## src/rtl/alu_top.sv

```systemverilog
// Register-file fed ALU with HI/LO product registers and combinational flags.
// Optional rotate opcodes are built only when ALU_ROTATE_EN is defined.
module alu_top #(
    parameter int OPERAND_WIDTH    = 8,
    parameter int INST_ADDR_LENGTH = 2
) (
    input  logic                        clk,
    input  logic                        rstN,
    input  logic                        writeEn,
    input  logic [INST_ADDR_LENGTH-1:0] writeAddress,
    input  logic [OPERAND_WIDTH-1:0]    inst,
    output logic [OPERAND_WIDTH-1:0]    result,
    output logic                        error,
    output logic                        zero,
    output logic                        carry,
    output logic                        overflow
);

    localparam int W = OPERAND_WIDTH;

    typedef logic [W-1:0] word_t;
    typedef logic [INST_ADDR_LENGTH-1:0] addr_t;

    localparam word_t OP_ADD  = word_t'(0);
    localparam word_t OP_SUB  = word_t'(1);
    localparam word_t OP_MULT = word_t'(2);
    localparam word_t OP_DIV  = word_t'(3);
    localparam word_t OP_MFHI = word_t'(4);
    localparam word_t OP_MFLO = word_t'(5);
    localparam word_t OP_AND  = word_t'(6);
    localparam word_t OP_OR   = word_t'(7);
    localparam word_t OP_XOR  = word_t'(8);
    localparam word_t OP_NAND = word_t'(9);
    localparam word_t OP_NOR  = word_t'(10);
    localparam word_t OP_XNOR = word_t'(11);
    localparam word_t OP_EQ   = word_t'(12);
    localparam word_t OP_GT   = word_t'(13);
    localparam word_t OP_LT   = word_t'(14);
`ifdef ALU_ROTATE_EN
    localparam word_t OP_ROTL = word_t'(15);
    localparam word_t OP_ROTR = word_t'(16);
    localparam int    SHW     = $clog2(W);
    localparam word_t ROT_MAX = word_t'(W - 1);
`endif

    localparam addr_t ADDR_OP = addr_t'(0);
    localparam addr_t ADDR_A  = addr_t'(1);
    localparam addr_t ADDR_B  = addr_t'(2);

    word_t op_q, op_d;
    word_t a_q, a_d;
    word_t b_q, b_d;
    word_t hi_q, hi_d;
    word_t lo_q, lo_d;

    logic [2*W-1:0] prod;
    logic [W:0]     sum;
    logic [W:0]     diff;

    word_t res_raw;
    logic  err_raw;
    logic  carry_raw;
    logic  ovf_raw;

`ifdef ALU_ROTATE_EN
    logic [2*W-1:0] rot_l;
    logic [2*W-1:0] rot_r;
    assign rot_l = {a_q, a_q} << b_q[SHW-1:0];
    assign rot_r = {a_q, a_q} >> b_q[SHW-1:0];
`endif

    assign prod = {{W{1'b0}}, a_q} * {{W{1'b0}}, b_q};
    assign sum  = {1'b0, a_q} + {1'b0, b_q};
    assign diff = {1'b0, a_q} - {1'b0, b_q};

    // Register-file writes; product capture on idle cycles under MULT
    always_comb begin
        op_d = op_q;
        a_d  = a_q;
        b_d  = b_q;
        hi_d = hi_q;
        lo_d = lo_q;
        if (writeEn) begin
            case (writeAddress)
                ADDR_OP: op_d = inst;
                ADDR_A:  a_d  = inst;
                ADDR_B:  b_d  = inst;
                default: ;
            endcase
        end else if (op_q == OP_MULT) begin
            hi_d = prod[2*W-1:W];
            lo_d = prod[W-1:0];
        end
    end

    // State registers; reset wins over a same-edge write
    always_ff @(posedge clk) begin
        if (rstN) begin
            op_q <= '0;
            a_q  <= '0;
            b_q  <= '0;
            hi_q <= '0;
            lo_q <= '0;
        end else begin
            op_q <= op_d;
            a_q  <= a_d;
            b_q  <= b_d;
            hi_q <= hi_d;
            lo_q <= lo_d;
        end
    end

    // Raw operation result and flags before error masking
    always_comb begin
        res_raw   = '0;
        err_raw   = 1'b0;
        carry_raw = 1'b0;
        ovf_raw   = 1'b0;
        case (op_q)
            OP_ADD: begin
                res_raw   = sum[W-1:0];
                carry_raw = sum[W];
                ovf_raw   = (a_q[W-1] == b_q[W-1]) &&
                            (sum[W-1] != a_q[W-1]);
            end
            OP_SUB: begin
                res_raw   = diff[W-1:0];
                carry_raw = diff[W];
                ovf_raw   = (a_q[W-1] != b_q[W-1]) &&
                            (diff[W-1] != a_q[W-1]);
            end
            OP_MULT: begin
                res_raw = lo_q;
                ovf_raw = |hi_q;
            end
            OP_DIV: begin
                if (b_q == '0) err_raw = 1'b1;
                else           res_raw = a_q / b_q;
            end
            OP_MFHI: res_raw = hi_q;
            OP_MFLO: res_raw = lo_q;
            OP_AND:  res_raw = a_q & b_q;
            OP_OR:   res_raw = a_q | b_q;
            OP_XOR:  res_raw = a_q ^ b_q;
            OP_NAND: res_raw = ~(a_q & b_q);
            OP_NOR:  res_raw = ~(a_q | b_q);
            OP_XNOR: res_raw = ~(a_q ^ b_q);
            OP_EQ:   res_raw = word_t'(a_q == b_q);
            OP_GT:   res_raw = word_t'(a_q > b_q);
            OP_LT:   res_raw = word_t'(a_q < b_q);
`ifdef ALU_ROTATE_EN
            OP_ROTL: begin
                if (b_q > ROT_MAX) err_raw = 1'b1;
                else               res_raw = rot_l[2*W-1:W];
            end
            OP_ROTR: begin
                if (b_q > ROT_MAX) err_raw = 1'b1;
                else               res_raw = rot_r[W-1:0];
            end
`endif
            default: err_raw = 1'b1;
        endcase
    end

    // Any error forces result and all flags low
    always_comb begin
        error    = err_raw;
        result   = err_raw ? '0 : res_raw;
        zero     = !err_raw && (res_raw == '0);
        carry    = !err_raw && carry_raw;
        overflow = !err_raw && ovf_raw;
    end

endmodule

```

## config.mk

```make
export PLATFORM = sky130hd
export DESIGN_NAME = alu_top
export DESIGN_NICKNAME = d
export VERILOG_FILES = /design/src/rtl/alu_top.sv
export SDC_FILE = /design/constraint.sdc
export NUM_CORES = 1
export LEC_CHECK = 0
export BUFFER_PORTS_ARGS = -buffer_cell sky130_fd_sc_hd__clkbuf_2
export CORE_MARGIN = 2
export CORE_UTILIZATION = 50
export CTS_BUF_LIST = sky130_fd_sc_hd__clkbuf_8
export DETAILED_ROUTE_END_ITERATION = 6
export PLACE_DENSITY = 0.68
export SKIP_CTS_REPAIR_TIMING = 1
export SYNTH_ARGS = -nofsm -noshare
export SYNTH_HDL_FRONTEND = slang
export SYNTH_SLANG_ARGS = --single-unit
```

## constraint.sdc

```tcl
create_clock -name clk -period 14.1 [get_ports clk]
set_input_delay 1.41 -clock clk [delete_from_list [all_inputs] [get_ports clk]]
set_output_delay 1.41 -clock clk [all_outputs]
set_load 0.01 [all_outputs]
```

==> summary by stage <==
Synth
The synthesized instance count is 856. The part of the Yosys area used for sequential elements is 11.9%. After synthesis, the share of flip-flops with an asynchronous set or reset is 0%. The synthesized netlist occupies a cell area of 6740 µm². Of the post-synthesis cell area, the dominant cell type holds 18.4%.

The number of enable flip-flop cells after synthesis is 0. Counting every net in the synthesized netlist gives 1006. The mean post-synth cell area is 7.87 µm². The Yosys step of the flow raised 0 warnings. Yosys attributes the largest share of cell area to ha_1 18%, dfxtp_1 12%, fa_1 11%. The number of distinct library cells after synthesis is 74. The biggest area consumer among synthesized cells is ha_1.

The number of synthesized register bits is 40. The predominant post-synthesis flop cell is dfxtp_1.

Clock network
In this run the clock root is driven by a clkbuf_8. The CTS tree is done. Counting every sink on the clock net gives 40. The number of H-tree levels is 2. The post-CTS clock slew at the launch and capture registers of the worst setup and hold paths is 90 ps. Clock latency on the worst-skew pair, taken at its later pin, is 300 ps. In this run, CTS created clock tree buffers numbering 5. Counting along the longest clock path gives a buffer depth of 2.

Job
Across the run, the number of max-cap violations was 0.

Timing
Setup repair after global routing left no endpoint under its margin. The worst setup slack after layout is 854 ps. The final setup violation count is 0. On the final layout, the worst hold slack is 470 ps. The slew at the pin closest to its max-slew limit is 1000 ps.

Summed over all failing endpoints, the final setup total negative slack is 0 ps. The relative slew slack is 32.9%. The final critical-path share of the clock period is 93.9%. The clock period could shrink to 13250 ps. The final number of hold-violating endpoints was 0. The final clock skew is 9.71 ps. The final number of max-transition violations is 0. The maximum clock frequency is 75.5 MHz.

Place
The post-detailed-placement half-perimeter wirelength is 16000 µm. The congestion estimate from routability-driven global placement came to 0.979. Including well taps, the total number of placed cells is 1020.

Input and output buffers added on the ports amount to 24. The worst slack after detailed placement is 1420 ps.

Global route
The number of antenna violations at the first check in global routing was 0. The first-pass GRT wire length is 32900 µm. The via count of the first global-routing pass is 6040. Global routing finished with a remaining overflow of 0. The maximum number of pins on one net before global-route repair is 42. The total global-route track usage is 29.1%.

Critical path
The total buffers and inverters traversed by the critical path is 1. The worst setup path is of the flip-flop to primary output kind. The endpoint type of the worst setup path is a primary output. The library cell contributing the largest single delay on the critical path is or4b_2. The cell type group with the largest total delay on the critical path is compound AO/OA/AOI/OAI gates. The largest single stage delay on the critical path is 630 ps.

The maximum fanout along the worst path is 11. The cell seen most often among critical-path stages is ha_1. STA puts the critical path data arrival time at 11840 ps. The worst setup path is launched from a flip-flop. The required arrival time at the worst endpoint is 12690 ps.

Detailed routing
The remaining antenna violation count after routing is 0. The detailed router's first-iteration violation count is 799. Before antenna repair, the detailed router went through 6 iterations. For this block, the routed nets add up to 20400 µm of wire. The via density per instance is 6.10. The final route contains 6271 vias.

For this run, design rule violations remaining after detail routing come to 0. Dividing the detail-routed wire length by the instance count gives 19.8 µm.

Floorplan
The die covers 14400 µm². The die height is 120 µm. The boundary pin count is 25. The die is 120 µm wide. The starting density of the core is 51.1%.

In this run the standard cell core region covers 13200 µm². The number of core rows is 42.

Pwr
For this design the static power due to leakage is 3.22 nW. The worst-case vdd ir drop is 0.000186 V. The areal power density over the cells is 175 nW/µm².

Cells and area
Of the cells placed in the final design, the portion with a size suffix greater than 1 is 8.92%. The area growth from synthesis to final layout is 4.70%. The filler cells instantiated in the layout total 1303. After the last flow step, the layout net total stands at 1001. The repair_antennas step left the layout with diodes totalling 0. The non-filler instance count after layout is 1028.

Worst hold path
In this run the worst hold path is classified as flip-flop to flip-flop.

Outcome
The run finished with clean final reports.
through the flow:
step	util, %	total power [W]	instance area, µm²
floorplan	-	0.000918	6740
global placement	52.7	0.00112	6950
global route	53.5	0.00137	7060
detailed placement	52.7	0.00112	6950
finish	53.5	0.00124	7060
CTS	53.5	0.00122	7060
Yosys cell counts, drive strengths merged (4+ instances only):
cell type	number
nand2	79
mux2	14
xor2	9
a221oi	6
or3	7
o21a	19
a22oi	4
o31ai	5
ha	99
nand3b	9
nor4	12
xnor2	14
o211ai	9
fa	38
buf	15
o22ai	5
dfxtp	40
a21oi	47
a21boi	7
o21ai	33
and3	5
clkbuf	28
or2	7
nor4b	4
mux2i	40
a31oi	7
nand3	8
inv	76
nor2b	11
nor2	94
a211oi	7
nor3	34
nand2b	7
nor3b	4
flip-flops by register name, indices dropped and copies added (netlist names):
register  cells
op_q          8
lo_q          8
hi_q          8
a_q           8
b_q           8
final timing paths:
check	end	slack, ps	start	cells after the start
worst max-delay path	zero	850	b_q[6]	44
worst min-delay path	lo_q[1]	470	lo_q[1]	2
worst max register to register	hi_q[7]	9200	b_q[3]	16
worst min register to register	lo_q[1]	470	lo_q[1]	2
routing by layer:
| layer | wire [µm] | part of all wire (%) | global-route usage, % | up-vias |
|---|---|---|---|---|
| met4 | 654 | 3.2 | 8.75 | 0 |
| met1 | 8890 | 44 | 41.1 | 2915 |
| met3 | 1780 | 8.7 | 5.42 | 52 |
| met2 | 9050 | 44 | 45.1 | 296 |
| met5 | 0 | 0 | 0 | - |
| li1 | - | - | - | 3008 |
power by group:
group | switching (W) | internal [W]
Combinational | 0.000541 | 0.000478
Sequential | 0.00000704 | 0.000115
Clock | 0.0000418 | 0.0000524
Total | 0.000590 | 0.000645
cells by family (layout without fill, tap and decap cells):
kind of cell / after synthesis / after routing / synth area share [%]
AND/OR/NAND/NOR: 298 / 298 / 21.6
AO/OA/AOI/OAI: 183 / 183 / 18.5
adder cells (fa/ha/maj): 137 / 137 / 29.7
buffers and inverters: 121 / 117 / 7.13
multiplexers: 54 / 54 / 8.28
flip-flops: 40 / 40 / 11.9
XOR/XNOR: 23 / 23 / 2.99
cell usage in the layout (no fill, tap or decap), types with 8 or more instances in the layout:
cell,netlist,final
a21oi_1,47,47
clkbuf_2,0,24
dfxtp_1,40,40
fa_1,38,38
ha_1,99,99
inv_1,76,76
mux2_2,14,14
mux2i_1,40,40
nand2_1,79,79
nand3_1,8,8
nand3b_1,9,9
nor2_1,93,93
nor2b_1,11,11
nor3_1,32,32
nor4_1,12,12
o211ai_1,8,8
o21a_1,19,19
o21ai_0,32,32
xnor2_1,14,14
xor2_1,9,9
final cells by class:
cell class                 count  area (µm²)  share of cell area [%]
multi-input combinational    695        5460                    77.4
clock buffer                   5        68.8                   0.975
clock inverter                 3        42.5                   0.603
timing repair buffer          31         173                    2.45
tap                          176         220                    3.12
inverter                      78         293                    4.15
sequential                    40         801                    11.3
tightest hold or removal path, stage by stage (launching register included):
cell and delay, ps:
dfxtp_1 320, nand2_1 50, a21oi_1 50
Power figures use the tool's default switching activity.
